===== src/rtl/ifetch_pkg.sv =====
// ============================================================================
// Module   : ifetch_pkg
// Brief    : Shared types and sizes for the instruction-fetch stage.
// Revision : 1.0 - initial release
// ============================================================================
`default_nettype none

package ifetch_pkg;

    localparam int IF_PC_W    = 5;
    localparam int IF_INSTR_W = 32;
    localparam int IF_DEPTH   = 2;
    localparam int CNT_W      = $clog2(IF_DEPTH) + 1;

    typedef enum logic [1:0] {
        S_IDLE  = 2'd0,
        S_FETCH = 2'd1,
        S_REDIR = 2'd2
    } fetch_state_t;

    typedef struct packed {
        logic [IF_INSTR_W-1:0] instr;
        logic [IF_PC_W-1:0]    pc;
    } fetch_entry_t;

endpackage

`default_nettype wire


===== src/rtl/ifetch_stage_fifo.sv =====
// ============================================================================
// Module   : fetch_fifo
// Brief    : Small power-of-two FIFO with flush; head is read combinationally.
// Revision : 1.0 - initial release
// ============================================================================
`default_nettype none

module fetch_fifo
    import ifetch_pkg::*;
#(
    parameter type T     = fetch_entry_t,
    parameter int  DEPTH = IF_DEPTH
) (
    input  logic                   clk,
    input  logic                   rst,
    input  logic                   push,
    input  T                       push_data,
    input  logic                   pop,
    input  logic                   flush,
    output T                       head,
    output logic [$clog2(DEPTH):0] count,
    output logic                   full,
    output logic                   empty
);

    localparam int AW = $clog2(DEPTH);
    localparam int CW = AW + 1;

    T              storage [DEPTH];
    logic [AW-1:0] rd_ptr;
    logic [AW-1:0] wr_ptr;
    logic          do_push;
    logic          do_pop;

    assign empty   = (count == '0);
    assign full    = (count == CW'(DEPTH));
    assign do_pop  = pop && !empty;
    // A simultaneous pop frees the slot the push is about to use.
    assign do_push = push && (!full || do_pop);
    assign head    = storage[rd_ptr];

    always_ff @(posedge clk) begin
        if (do_push && !flush && !rst) begin
            storage[wr_ptr] <= push_data;
        end
    end

    always_ff @(posedge clk) begin
        if (rst || flush) begin
            rd_ptr <= '0;
            wr_ptr <= '0;
            count  <= '0;
        end else begin
            if (do_push) begin
                wr_ptr <= wr_ptr + AW'(1);
            end
            if (do_pop) begin
                rd_ptr <= rd_ptr + AW'(1);
            end
            case ({do_push, do_pop})
                2'b10:   count <= count + CW'(1);
                2'b01:   count <= count - CW'(1);
                default: count <= count;
            endcase
        end
    end

endmodule

`default_nettype wire


===== src/rtl/ifetch_stage.sv =====
// ============================================================================
// Module   : ifetch_stage
// Brief    : Fetch control between PC counter, instruction memory and decode.
// Revision : 1.0 - initial release
// ============================================================================
`default_nettype none

module ifetch_stage
    import ifetch_pkg::*;
#(
    parameter int PC_W    = IF_PC_W,
    parameter int INSTR_W = IF_INSTR_W,
    parameter int DEPTH   = IF_DEPTH
) (
    input  logic               clk,
    input  logic               rst,
    input  logic [PC_W-1:0]    pc,
    output logic               pc_enable,
    output logic               pc_load,
    output logic [PC_W-1:0]    pc_data,
    output logic               imem_req,
    output logic [PC_W-1:0]    imem_addr,
    input  logic [INSTR_W-1:0] imem_rdata,
    input  logic               redirect,
    input  logic [PC_W-1:0]    redirect_pc,
    output logic               instr_valid,
    output logic [INSTR_W-1:0] instr,
    output logic [PC_W-1:0]    instr_pc,
    input  logic               dec_ready
);

    localparam int CW = $clog2(DEPTH) + 1;

    fetch_state_t      state;
    fetch_state_t      state_nxt;
    logic              epoch;
    logic              inflight;
    logic [PC_W-1:0]   inflight_pc;
    logic              inflight_epoch;

    fetch_entry_t      push_entry;
    fetch_entry_t      head_entry;
    logic [CW-1:0]     fifo_count;
    logic              fifo_full;
    logic              fifo_empty;
    logic              push;
    logic              pop;
    logic              redir_now;
    logic              issue;
    logic [CW:0]       occupancy;

    always_comb begin
        state_nxt = state;
        case (state)
            S_IDLE:  state_nxt = S_FETCH;
            S_FETCH: state_nxt = S_FETCH;
            S_REDIR: state_nxt = S_FETCH;
            default: state_nxt = S_IDLE;
        endcase
        if (redirect) begin
            state_nxt = S_REDIR;
        end
    end

    // Slots committed to entries or a pending response; a same-cycle dequeue
    // frees one, which is what sustains one fetch per cycle.
    assign occupancy = {1'b0, fifo_count} + {{CW{1'b0}}, inflight} - {{CW{1'b0}}, pop};

    assign redir_now   = redirect && !rst;
    assign issue       = !rst && (state == S_FETCH) && !redirect && !fifo_full
                         && (occupancy < (CW+1)'(DEPTH));
    assign pc_enable   = issue;
    assign imem_req    = issue;
    assign imem_addr   = issue ? pc : '0;
    assign pc_load     = redir_now;
    assign pc_data     = redir_now ? redirect_pc : '0;

    assign instr_valid = !rst && !redirect && !fifo_empty;
    assign instr       = instr_valid ? head_entry.instr : '0;
    assign instr_pc    = instr_valid ? head_entry.pc : '0;
    assign pop         = instr_valid && dec_ready;

    // Responses fetched before the latest redirect carry a stale epoch.
    assign push             = inflight && (inflight_epoch == epoch);
    assign push_entry.instr = imem_rdata;
    assign push_entry.pc    = inflight_pc;

    always_ff @(posedge clk) begin
        if (rst) begin
            state          <= S_IDLE;
            epoch          <= 1'b0;
            inflight       <= 1'b0;
            inflight_pc    <= '0;
            inflight_epoch <= 1'b0;
        end else begin
            state    <= state_nxt;
            inflight <= issue;
            if (redirect) begin
                epoch <= ~epoch;
            end
            if (issue) begin
                inflight_pc    <= pc;
                inflight_epoch <= epoch;
            end
        end
    end

    fetch_fifo #(
        .T     (fetch_entry_t),
        .DEPTH (DEPTH)
    ) u_fifo (
        .clk       (clk),
        .rst       (rst),
        .push      (push),
        .push_data (push_entry),
        .pop       (pop),
        .flush     (redirect),
        .head      (head_entry),
        .count     (fifo_count),
        .full      (fifo_full),
        .empty     (fifo_empty)
    );

endmodule

`default_nettype wire

===== config.mk =====
export PLATFORM = sky130hd
export DESIGN_NAME = ifetch_stage
export DESIGN_NICKNAME = d
export VERILOG_FILES = /design/src/rtl/ifetch_pkg.sv /design/src/rtl/ifetch_stage_fifo.sv /design/src/rtl/ifetch_stage.sv
export SDC_FILE = /design/constraint.sdc
export NUM_CORES = 1
export LEC_CHECK = 0
export ABC_AREA = 0
export BUFFER_PORTS_ARGS = -buffer_cell sky130_fd_sc_hd__buf_4
export CELL_PAD_IN_SITES_DETAIL_PLACEMENT = 0
export CELL_PAD_IN_SITES_GLOBAL_PLACEMENT = 1
export CORE_UTILIZATION = 42
export CTS_CLUSTER_SIZE = 10
export DETAILED_ROUTE_END_ITERATION = 10
export HOLD_SLACK_MARGIN = 0.05
export PLACE_DENSITY = 0.9
export SKIP_CTS_REPAIR_TIMING = 1
export SYNTH_ARGS = -nofsm -noshare
export SYNTH_HDL_FRONTEND = slang
export SYNTH_SLANG_ARGS = --single-unit

===== constraint.sdc =====
create_clock -name clk -period 3.3 [get_ports clk]
set_input_delay 0.165 -clock clk [delete_from_list [all_inputs] [get_ports clk]]
set_output_delay 0.165 -clock clk [all_outputs]
set_load 0.05 [all_outputs]

## Yosys cells after proc, flatten, opt, wreduce, memory -nomap -nowiden

Memory sizes are Yosys's and may differ from the RTL's. A register that Yosys moved wholly into a read port is not among the register bits.
Index checks and enable logic that the tools add are counted.
Widths: inputs -> output; s select.

| word-level totals | value |
|---|---|
| register bits | 14 |
| RAM bits | 74 |
| input bits | 46 |
| output and inout port bits | 51 |
| logic and storage cells | 59 |
| memories kept | 1 |

Memory list:

| name | words | width | read ports | clocked after Yosys merged registers in | wr ports | RTL line | RTL |
|---|---|---|---|---|---|---|---|
| u_fifo.storage | 2 | 37 | 1 | 1 | 1 | ifetch_stage_fifo.sv:29 | `T storage [DEPTH];` |

| operators by class | value |
|---|---|
| add/subtract/negate cells | 6 |
| order comparisons | 1 |
| equal/unequal tests | 6 |
| muxes and demuxes | 11 |
| bitwise operators | 1 |
| reductions and logical operators | 24 |

Operators by type and width:

| operator | count |
|---|---|
| $mux 32 | 1 |
| $mux 5 | 3 |
| $logic_and 1x1->1 | 13 |
| $eq 2x2->1 const B | 3 |
| $mux 1 | 5 |
| $eq 2x1->1 const B | 2 |
| $logic_not 1->1 | 4 |
| $logic_not 2->1 | 2 |
| $pmux 2 s2 | 1 |
| $add 2x1->3 | 1 |
| $lt 3x2->1 const B | 1 |
| $reduce_or 3->1 | 1 |
| $sub 3x1->3 | 1 |
| $add 1x1->1 const B | 2 |
| $add 2x1->2 const B | 1 |
| $logic_or 1x1->1 | 2 |
| $mux 2 | 1 |
| $reduce_bool 2->1 | 1 |
| $reduce_or 2->1 | 1 |
| $sub 2x1->2 const B | 1 |
| $eq 1x1->1 | 1 |
| $not 1->1 | 1 |

## Logic depth before layout (Yosys ltp)

Gate-level depths: netlist of run 1.

| logic depth | value |
|---|---|
| depth after elaboration | 11 |
| mapped depth | 11 |
| mapped depth without buffers | 10 |

## Cells and area by module

Synthesis of run 1 repeated with hierarchy kept, for this count alone.

| second synthesis, totals | value |
|---|---|
| cell total of the unflattened synthesis | 245 |
| area total of the unflattened synthesis | 3773.6 um2 |

By module, submodules not included:

| module | instances | cells an instance | area each (um2) | seq. area each (um2) |
|---|---|---|---|---|
| fetch_fifo | 1 | 144 | 2942.8 | 2322.2 |
| ifetch_stage | 1 | 101 | 830.8 | 200.2 |

## Worst setup path before layout of run 1

Ideal clock, no wire load.

| timing | value |
|---|---|
| kind | register to output |
| from | reg u_fifo.count[0] |
| to | out imem_addr[0] |
| arrival | 3014 ps |
| required time | 3135 ps |
| slack | 121 ps |
| stages on the path, launching flop included | 12 |
| buffers on the path | 2 |
| cells stage by stage | dfxtp_1 buf_2 o21ai_1 clkbuf_1 nor2_1 ha_1 nand2b_1 fa_1 nor2b_1 o2111ai_4 inv_2 and2_1 |

| between the ends | value |
|---|---|
| cells in the longest elaborated chain, start to end | 8 |
| elaborated cells between the ends (all ways) | 12 |
| classes of those cells | 2 x add/sub; 1 x order compare; 1 x eq/ne; 1 x mux; 7 x reduce/logical |

RTL lines:

| element | RTL line | RTL |
|---|---|---|
| start: declaration | ifetch_stage_fifo.sv:21 | `output logic [$clog2(DEPTH):0] count,` |
| start signal: assignment | ifetch_stage_fifo.sv:61 | `2'b10: count <= count + CW'(1);` |
| start signal: assignment | ifetch_stage_fifo.sv:62 | `2'b01: count <= count - CW'(1);` |
| start signal: assignment | ifetch_stage_fifo.sv:63 | `default: count <= count;` |
| $logic_not 2->1 | ifetch_stage_fifo.sv:35 | `assign empty = (count == '0);` |
| $logic_not 1->1 | ifetch_stage.sv:78 | `assign instr_valid = !rst && !redirect && !fifo_empty;` |
| $logic_and 1x1->1 | ifetch_stage.sv:78 |  |
| $logic_and 1x1->1 | ifetch_stage.sv:81 | `assign pop = instr_valid && dec_ready;` |
| $sub 3x1->3 | ifetch_stage.sv:67 | `assign occupancy = {1'b0, fifo_count} + {{CW{1'b0}}, inflight} - {{CW{1'b0}}, pop};` |
| $lt 3x2->1 | ifetch_stage.sv:71 | `&& (occupancy < (CW+1)'(DEPTH));` |
| $logic_and 1x1->1 * | ifetch_stage.sv:71 |  |
| via imem_req | ifetch_stage.sv:21 | `output logic imem_req,` |
| $mux 5 * | ifetch_stage.sv:74 | `assign imem_addr = issue ? pc : '0;` |
| end: declaration | ifetch_stage.sv:22 | `output logic [PC_W-1:0] imem_addr,` |

Mark *: on every way through the listed nets, which the timed path passes. The rest lies on a longest branch.

## Worst setup path after layout of run 1

| timing | value |
|---|---|
| from | reg u_fifo.count[1] |
| to | out imem_addr[0] |

| between the ends | value |
|---|---|
| cells in the longest elaborated chain, start to end | 8 |
| elaborated cells between the ends (all ways) | 12 |
| classes of those cells | 2 x add/sub; 1 x order compare; 1 x eq/ne; 1 x mux; 7 x reduce/logical |

RTL lines:

| element | RTL line |
|---|---|
| $logic_not 2->1 | ifetch_stage_fifo.sv:35 |
| $logic_not 1->1 | ifetch_stage.sv:78 |
| $logic_and 1x1->1 | ifetch_stage.sv:78 |
| $logic_and 1x1->1 | ifetch_stage.sv:81 |
| $sub 3x1->3 | ifetch_stage.sv:67 |
| $lt 3x2->1 | ifetch_stage.sv:71 |
| $logic_and 1x1->1 * | ifetch_stage.sv:71 |
| $mux 5 * | ifetch_stage.sv:74 |

Mark *: on every way between the ends. The rest lies on a longest branch, timed or not.

==> impl_results.md, run 1 <==
* Status: finished, final reports clean
* Final hold vios at 0
* GPL Wtd Cong at 0.720
* CORE AREA at 0.00822 mm2
* Critical Path Start Type: flop
* Grt ovf at 0
* Initial DRC count at 85
* Dominant synthesized flop cell: edfxtp_1
* P per Cell Area at 410 mW/mm2
* Die Y at 94.1 um
* Final core utilization at 60.3%
* CTS Sinks at 89
* CTS Buf Count at 9
* Drt first pass iters at 5
* Initial antenna violation count at 0
* Crit path max fanout at 9
* Ys Warns at 0
* Net Count, Synth at 291
* WL met1 at 2800 um
* Worst Tran Pin Value at 956 ps
* Syn_area_per_cell at 14.7 um2
* DR WL/cell at 13.9 um
* Nets@finish at 427
* Fmax at 0.324 GHz
* Worst skew pair latency at 360 ps
* Largest net degree at the start of global routing at 40
* Tcrit/Tclk final at 93.6%
* Post-route cell area at 0.00496 mm2
* TNS Setup at 0 ps
* Synthesis-to-layout area growth at 39.0%
* Post-DP HPWL at 4270 um
* Hold/Removal Path Class: in2reg
* GRT Total Usage at 15.4%
* WP data required at 3130 ps
* Initial Utilization at 43.4%
* Post-route ant nets at 0
* Register area share after synthesis at 70.7%
* RSZ-0062 raised after global routing: false
* Number of port buffers at 96
* Total number of vias at 2316
* Fraction of layout instances using a drive strength above 1 at 33.9%
* Yosys reg bits at 89
* Die ar. at 0.00886 mm2
* Endpoints failing setup at 0
* Normalized max-slew margin at 36.3%
* Die width at 94.1 um
* Crit path kind: reg2out
* Met3 wire length at 413 um
* Vias in the first global route at 2173
* Num ports at 97
* H-tree level count at 3
* Ys async rst share at 0%
* FP Rows at 33
* Via/cell ratio at 4.75
* Peak supply drop at 0.277 mV
* DRC at 0
* Final slew viol count at 0
* Clk root buf: clkbuf_8
* Cells after Synth at 242
* Syn Std Cell Area at 0.00357 mm2
* Worst-path clk slew at 90 ps
* Post-route minimum period at 3090 ps
* Top Metal Used: met4
* Worst setup EP type: output port
* Clk_skew at 12.8 ps
* First-pass GRT wire length at 10000 um
* EDFF count, synth at 74
* Placed cell area at 0.00442 mm2
* Synth cell types at 34
* Leakage at 0.00184 uW
* Clk buf depth at 2
* TritonCTS clock tree: yes
* Max_cap viols at 0
* Crit path DAT at 2920 ps
* Diodes inserted at 0
* Final wirelength at 6770 um
* Routed wire length on met2 at 3480 um
-- logic make-up after synthesis --
group,count (synthesis),share of synthesized area (%)
flip-flops,89,70.7
AND/OR/NAND/NOR,74,9.93
multiplexers,43,12.2
buffers and inverters,18,2.39
AO/OA/AOI/OAI,11,2.46
XOR/XNOR,4,0.983
adder cells (fa/ha/maj),3,1.26
-- through the flow --
stage	setup WS, ps	total power [uW]	instances	hold slack, ps
3_5_place_dp	425	1350	436	353
2_1_floorplan	121	1290	242	264
3_3_place_gp	516	1350	436	350
4_1_cts	186	2020	452	-22.7
6_report	210	2030	488	57.0
5_1_grt	37.1	2110	488	64.7
-- power breakdown --
part | total [uW] | leakage [uW] | internal, uW | switching [uW]
Sequential | 1230 | 0.000776 | 1220 | 5.17
Combinational | 137 | 0.000970 | 79.3 | 58.1
Clock | 670 | 0.0000904 | 280 | 390
Total | 2030 | 0.00184 | 1580 | 453
-- cells in the mapped netlist, types with 2 or more instances --
cell type	count	area [um2]
buf_2	5	25.0
inv_2	3	11.3
clkbuf_1	5	18.8
mux2_2	4	45.0
mux2i_1	38	380
nor2b_1	8	50.1
nor2_1	46	173
xnor2_1	3	26.3
nand2b_1	3	18.8
a21oi_1	4	20.0
ha_1	2	25.0
inv_1	3	11.3
and2_1	10	62.6
edfxtp_1	74	2220
dfxtp_1	15	300
-- per-layer routing --
layer / up-vias / global-route usage (%)
met5: - / 0
met2: 69 / 26.7
met3: 7 / 6.23
met4: 0 / 5.77
li1: 1136 / -
met1: 1104 / 16.8
-- path summary, 6_finish.rpt --
path	startpoint	endpoint	slack, ps	cells after the start
max	u_fifo.count[1]	imem_addr[0]	210	10
min	rst	epoch	60	2
max reg2reg	u_fifo.count[1]	inflight_pc[0]	750	8
min reg2reg	state[1]	state[0]	450	1
-- critical path: stages, from the launching register on --
cell	delay, ps
dfxtp_1	550
o21ai_4	100
nor2_1	110
ha_1	230
nand2b_1	150
fa_1	490
nor2b_1	210
o2111ai_4	210
inv_2	190
and2_1	140
buf_4	190
-- area by class of cell --
type	count	area, um2
Sequential cell	89	2520
Multi-Input combinational cell	135	985
Clock inverter	7	52.6
Clock buffer	9	124
Inverter	6	22.5
Fill cell	634	3260
Tap cell	105	131
Timing Repair Buffer	137	1120
-- registers in the layout, summed over array words and instances (netlist names), named ones only --
signal	cells
u_fifo.storage	74
inflight_pc	5
state	2
u_fifo.count	2
epoch	1
inflight	1
inflight_epoch	1
u_fifo.rd_ptr	1
u_fifo.wr_ptr	1
-- cells in the final DEF, fill, tap and decap left out --
master         instances
a21oi_1                4
a311oi_1               1
and2_1                10
and3_1                 1
buf_4                101
clkbuf_8               9
clkinv_2               2
clkinv_4               1
clkinvlp_4             1
dfxtp_1               14
dfxtp_2                1
dlygate4sd3_1         36
edfxtp_1              74
fa_1                   1
ha_1                   2
inv_1                  3
inv_2                  3
inv_6                  3
mux2_1                 1
mux2_2                 4
mux2i_1               38
nand2b_1               3
nand3_1                1
nand4_1                1
nor2_1                44
nor2_4                 2
nor2b_1                8
o2111ai_4              1
o211ai_1               1
o21ai_0                1
o21ai_4                1
o21bai_1               1
o31ai_1                1
or2_1                  1
or3_1                  1
or3b_1                 1
or4_4                  1
xnor2_1                3
xor2_1                 1
Note: power is estimated with default switching activity, not from simulation.
==> run 2, diff against run 1 <==
==> constraint.sdc (replaced) <==
create_clock -name clk -period 3.3 [get_ports clk]
set_input_delay 0.33 -clock clk [delete_from_list [all_inputs] [get_ports clk]]
set_output_delay 0.33 -clock clk [all_outputs]
set_load 0.05 [all_outputs]
==> impl_results.md, run 2 (synthesized netlist as in run 1, its figures left out) <==
* Status: finished, final reports clean
* Post-route minimum period at 3100 ps (+13.5 ps)
* Vias in the first global route at 2119 (-2.5%)
* CORE AREA at 0.00822 mm2 (unchanged)
* Worst Tran Pin Value at 652 ps (-303 ps)
* Critical Path Start Type: flop
* Worst Reg2Reg Path Length in Cells at 8 (unchanged)
* Initial Utilization at 43.4% (unchanged)
* DR WL/cell at 14.1 um (+1.8%)
* Multi-input gate area at 991 um2 (+0.64%)
* Crit path max fanout at 9 (unchanged)
* CTS Buf Count at 9 (unchanged)
* First-pass GRT wire length at 10100 um (+1.2%)
* Tcrit/Tclk final at 94.0% (+0.41 points)
* Sw frac at 21.4% (-0.93 points)
* Top Registers: u_fifo.storage x74, inflight_pc x5
* Fill cells at 670 (+5.7%)
* Drt first pass iters at 4 (-1)
* Final wirelength at 6430 um (-5.1%)
* Clk buf depth at 2 (unchanged)
* Combinational cell fraction of total power at 5.0% (-1.8 points)
* Leading cell types in the layout, fill and taps excluded: buf_4, edfxtp_1, nor2_1
* Die width at 94.1 um (unchanged)
* Crit path DAT at 2770 ps (-150 ps)
* Max_cap viols at 0 (unchanged)
* Post-Place Cells at 439 (+0.69%)
* Worst skew pair latency at 340 ps (-20 ps)
* Worst-path clk slew at 90 ps (about the same)
* Final core utilization at 56.7% (-3.7 points)
* Switch Pwr at 443 uW (-2.2%)
* Non-filler instance count after layout at 455 (-6.8%)
* FF-to-FF Start: u_fifo.count[1]
* Synthesis-to-layout area growth at 30.6%
* Initial antenna violation count at 0 (unchanged)
* Crit path cell chain: o21ai_4, nor2_1, ha_1, nand2b_1, fa_1, and3_1, o2111ai_4, inv_4, and2_2, buf_4
* Crit path kind: reg2out
* Max reg flops at 74 (unchanged)
* TritonCTS clock tree: yes
* Hold/Removal Path Class: in2reg
* FP Rows at 33 (unchanged)
* Hold Crit Depth at 1 (-1)
* Internal at 1630 uW (+3.2%)
* Final hold vios at 0 (unchanged)
* Normalized max-slew margin at 56.4% (+20 points)
* GPL Wtd Cong at 0.751 (+4.3%)
* HP Start: imem_rdata[28]
* H-tree level count at 3 (unchanged)
* Slowest stage cell, crit path: dfxtp_2
* Num ports at 97 (unchanged)
* Biggest register: u_fifo.storage
* Grt ovf at 0 (unchanged)
* Peak supply drop at 0.234 mV (-16%)
* Final slew viol count at 0 (unchanged)
* Flip-flop and latch area at 0.00253 mm2 (about the same)
* Initial DRC count at 65 (-24%)
* Nets@finish at 394 (-7.7%)
* Leakage at 0.00172 uW (-6.2%)
* Flop pwr share at 59.1% (-1.2 points)
* Min-Delay Endpoint: u_fifo.storage[1][33]
* Via/cell ratio at 4.80 (+1.0%)
* TNS Setup at 0 ps (unchanged)
* Clk root buf: clkbuf_8
* Largest stage delay, worst path at 380 ps (-170 ps)
* Diodes inserted at 0 (unchanged)
* Worst setup EP type: output port
* Clk_skew at 7.17 ps (-5.60 ps)
* Clk pwr share at 36.0% (+3.0 points)
* Endpoints failing setup at 0 (unchanged)
* R2r setup slk at 870 ps (+120 ps)
* CTS Sinks at 89 (unchanged)
* Number of port buffers at 96 (unchanged)
* RSZ-0062 raised after global routing: false
* Die Y at 94.1 um (unchanged)
* Total number of vias at 2182 (-5.8%)
* Commonest non-fill, non-tap cell in the layout: buf_4
* Post-DP HPWL at 4380 um (+2.5%)
* DRC at 0 (unchanged)
* Fmax at 0.322 GHz (-0.44%)
* Fraction of layout instances using a drive strength above 1 at 40.0% (+6.1 points)
* GRT Total Usage at 15.3% (-0.11 points)
* Die ar. at 0.00886 mm2 (unchanged)
* P per Cell Area at 445 mW/mm2 (+8.6%)
* Largest net degree at the start of global routing at 40 (unchanged)
* WP data required at 2970 ps (-160 ps)
* Worst R2R End: inflight_pc[3]
* Post-route ant nets at 0 (unchanged)
[run 2: changes by cell type in the layout (fill, tap and decap cells not counted), moves of 2 or more]
cell / previous run / this run
and2_2: 0 / 5
dfxtp_1: 14 / 12
dfxtp_2: 1 / 3
and2_1: 10 / 5
inv_6: 3 / 1
buf_4: 101 / 104
dlygate4sd3_1: 36 / 0
[run 2: final cells by class]
| type | instances | area share [%] |
|---|---|---|
| Sequential cell | 89 | 54.3 |
| Multi-Input combinational cell | 135 | 21.3 |
| Timing Repair Buffer | 104 | 16.8 |
| Tap cell | 105 | 2.82 |
| Clock buffer | 9 | 2.66 |
| Clock inverter | 7 | 1.67 |
| Inverter | 6 | 0.537 |
[run 2: power by group through the flow]
stage,combinational [uW],clock [uW],sequential [uW]
3_3_place_gp,100,0,1250
5_1_grt,111,816,1230
2_1_floorplan,44.1,0,1250
3_5_place_dp,103,0,1250
6_report,103,746,1230
4_1_cts,104,773,1230
[run 2: how the worst max path moves through the flow]
stage	start	end	slack [ps]	cells after the start
6_report	u_fifo.count[1]	imem_addr[4]	200	10
5_1_grt	u_fifo.count[1]	imem_addr[4]	20	10
4_1_cts	u_fifo.count[1]	imem_addr[4]	10	10
3_5_place_dp	rst	imem_addr[4]	220	12
3_3_place_gp	rst	imem_addr[4]	290	12
2_1_floorplan	u_fifo.count[0]	imem_addr[0]	80	11
[run 2: through the flow]
step,setup WS [ps],hold WS (ps),total power (uW),area [um2]
after detailed placement,222,425,1350,4450
final,197,165,2070,4660
after floorplan,76.5,405,1290,3570
after CTS,10.3,138,2100,4650
after global placement,290,427,1350,4450
after global routing,21.4,139,2150,4660
[run 2: layer usage]
metal	track usage (%)	routed length, um	up-vias
li1	-	-	1070
met1	18.1	2710	1032
met2	25.8	3240	76
met3	4.45	438	4
met4	6.54	39	0
met5	0	0	-
[run 2: worst max-delay path: cells and delay by family, from the launching register on]
kind	cells	cell delay (ps)
adders and majority gates	2	640
and+or+nand+nor	4	640
buffers and inverters	2	280
AOI/OAI and AO/OA	2	490
DFF	1	380
==> run 3, diff against run 2 <==
ABC_AREA = 1   (was 0)
BUFFER_PORTS_ARGS = unset   (was -buffer_cell sky130_fd_sc_hd__buf_4)
CORE_UTILIZATION = 48   (was 42)
DONT_BUFFER_PORTS = 1   (was unset)
PLACE_DENSITY = 0.88   (was 0.9)
==> impl_results.md, run 3 <==
* Register area share after synthesis at 69.4% (-1.3 points)
* Commonest cells in the synthesized netlist: nand2_1, edfxtp_1, a21oi_1
* Fmax at 0.325 GHz (+0.87%)
* Worst setup EP type: output port
* Die Y at 89.0 um (-5.5%)
* Initial antenna violation count at 0 (unchanged)
* Clk root buf: clkbuf_8
* Num ports at 97 (unchanged)
* CTS Buf Count at 9 (unchanged)
* Crit path DAT at 2750 ps (-20 ps)
* Top Registers: u_fifo.storage x74, inflight_pc x5
* Syn Std Cell Area at 0.00363 mm2 (+1.9%)
* Max reg flops at 74 (unchanged)
* Synthesis-to-layout area growth at 21.4%
* Grt ovf at 0 (unchanged)
* Fraction of layout instances using a drive strength above 1 at 20.7% (-19 points)
* Total number of vias at 2268 (+3.9%)
* Worst skew pair latency at 360 ps (+20 ps)
* WP data required at 2970 ps (about the same)
* Cell with the most instances after synthesis: nand2_1
* DR WL/cell at 13.9 um (-1.8%)
* H-tree level count at 3 (unchanged)
* Max_cap viols at 0 (unchanged)
* Clk buf depth at 2 (unchanged)
* DRC at 0 (unchanged)
* Endpoints failing setup at 0 (unchanged)
* Post-DP HPWL at 3980 um (-9.1%)
* Commonest non-fill, non-tap cell in the layout: nand2_1
* Post-route cell area at 0.00441 mm2 (-5.2%)
* Initial Utilization at 49.8% (+6.4 points)
* Drt first pass iters at 4 (unchanged)
* EDFF count, synth at 74 (unchanged)
* Synth cell types at 25 (-26%)
* Net Count, Synth at 359 (+23%)
* Worst-path clk slew at 90 ps (about the same)
* Biggest register: u_fifo.storage
* Die width at 89.0 um (-5.5%)
* Fin Hold WS at 75.5 ps (-90.0 ps)
* Critical Path Start Type: flop
* Leakage at 0.00171 uW (-0.48%)
* Crit path max fanout at 7 (-2)
* Nets@finish at 416 (+5.6%)
* Via/cell ratio at 4.82 (+0.41%)
* Synth top area cells: edfxtp_1, nand2_1, dfxtp_1, a21oi_2, a21oi_1
* Post-synth top area share at 61.2% (-1.2 points)
* Status: finished, final reports clean
* Dominant synthesized flop cell: edfxtp_1
* Syn_area_per_cell at 11.7 um2 (-20%)
* Vias in the first global route at 2048 (-3.4%)
* Die ar. at 0.00792 mm2 (-11%)
* Fill cells at 588 (-12%)
* Yosys reg bits at 89 (unchanged)
* Final slew viol count at 0 (unchanged)
* Leading cell types in the layout, fill and taps excluded: nand2_1, edfxtp_1, dlygate4sd3_1
* Largest net degree at the start of global routing at 39 (-2.5%)
* Hold/Removal Path Class: in2reg
* Clk_skew at 12.9 ps (+5.77 ps)
* Crit path kind: reg2out
* Tcrit/Tclk final at 93.2% (-0.81 points)
* Initial DRC count at 65 (unchanged)
* Number of port buffers at 0 (-100%)
* Placed cell area at 0.00389 mm2 (-13%)
* TNS Setup at 0 ps (unchanged)
* First-pass GRT wire length at 9370 um (-7.7%)
* Worst Tran Pin Value at 986 ps (+333 ps)
* Peak supply drop at 0.291 mV (+24%)
* P per Cell Area at 465 mW/mm2 (+4.5%)
* Diodes inserted at 0 (unchanged)
* Post-route minimum period at 3080 ps (-26.9 ps)
* Cells after Synth at 310 (+28%)
* Final hold vios at 0 (unchanged)
* Post-synth top area cell: edfxtp_1
* Ys async rst share at 0% (unchanged)
* GRT Total Usage at 16.6% (+1.2 points)
* Final wirelength at 6530 um (+1.6%)
* Post-route ant nets at 0 (unchanged)
* Normalized max-slew margin at 34.1% (-22 points)
* CORE AREA at 0.00729 mm2 (-11%)
* GPL Wtd Cong at 0.841 (+12%)
* TritonCTS clock tree: yes
* FP Rows at 31 (-6.1%)
* CTS Sinks at 89 (unchanged)
* Ys Warns at 0 (unchanged)
* RSZ-0062 raised after global routing: false
==> run 3: changes by cell type in the layout (fill, tap and decap cells not counted), sizes merged, moves of 5 or more <==
cell / delta
mux2: -5
nand2: +96
dlygate4sd3: +32
nand3: +9
inv: +21
nor2b: -8
mux2i: -38
buf: -77
and2: -10
nor2: -26
a21oi: +40
==> run 3: metrics by stage <==
step | power [uW] | setup slack (ps) | instances | util [%]
floorplan | 1290 | 561 | 310 | -
global placement | 1300 | 678 | 423 | 53.3
detailed placement | 1300 | 602 | 423 | 53.3
CTS | 2030 | 192 | 439 | 56.1
global route | 2130 | 35.4 | 471 | 60.5
finish | 2050 | 224 | 471 | 60.5
==> run 3: final timing paths <==
kind	from	end	slack, ps	cells past startpoint
setup / recovery	u_fifo.count[0]	imem_addr[0]	220	12
hold / removal	imem_rdata[5]	u_fifo.storage[1][10]	80	0
setup reg to reg	u_fifo.count[0]	inflight_epoch	690	14
hold reg to reg	inflight_pc[1]	u_fifo.storage[1][1]	470	0
==> run 3: cell type report <==
| class | instances | area, um2 | share of cell area, % |
|---|---|---|---|
| flip-flops and latches | 89 | 2520 | 57.2 |
| repair buffers | 59 | 536 | 12.1 |
| multi-input cells | 179 | 918 | 20.8 |
| inverters | 29 | 110 | 2.50 |
| clock inverters | 7 | 77.6 | 1.76 |
| clock buffers | 9 | 124 | 2.81 |
| well taps | 99 | 124 | 2.81 |
==> run 3: worst max-delay path, cell delays in order, from the launching register on <==
cell and delay [ps]:
dfxtp_1 410, inv_2 80, nand2_2 90, nand3_2 100, inv_1 80, ha_1 220
inv_1 50, nand2_1 50, fa_1 480, nand3_1 170, nor2_8 180, nand3_1 120
inv_1 350
==> run 3: per-layer routing <==
metal | global-route usage [%] | routed length (um)
met3 | 5.91 | 270
met2 | 28.9 | 3220
met5 | 0 | 0
met1 | 17.7 | 2930
met4 | 8.66 | 120
==> run 3: logic make-up (layout without fill, tap and decap cells) <==
group,count (synthesis),after routing,synth area share [%]
flip-flops,89,89,69.4
adder cells (fa/ha/maj),3,3,1.24
AO/OA/AOI/OAI,48,48,8.57
buffers and inverters,42,104,5.47
XOR/XNOR,1,1,0.241
AND/OR/NAND/NOR,127,127,15.0
==> run 3: report_power, final <==
part | switching [uW] | leakage, uW | internal [uW]
logic | 50.5 | 0.000848 | 37.9
clock network | 387 | 0.0000938 | 356
registers | 3.64 | 0.000771 | 1220
total | 441 | 0.00171 | 1610
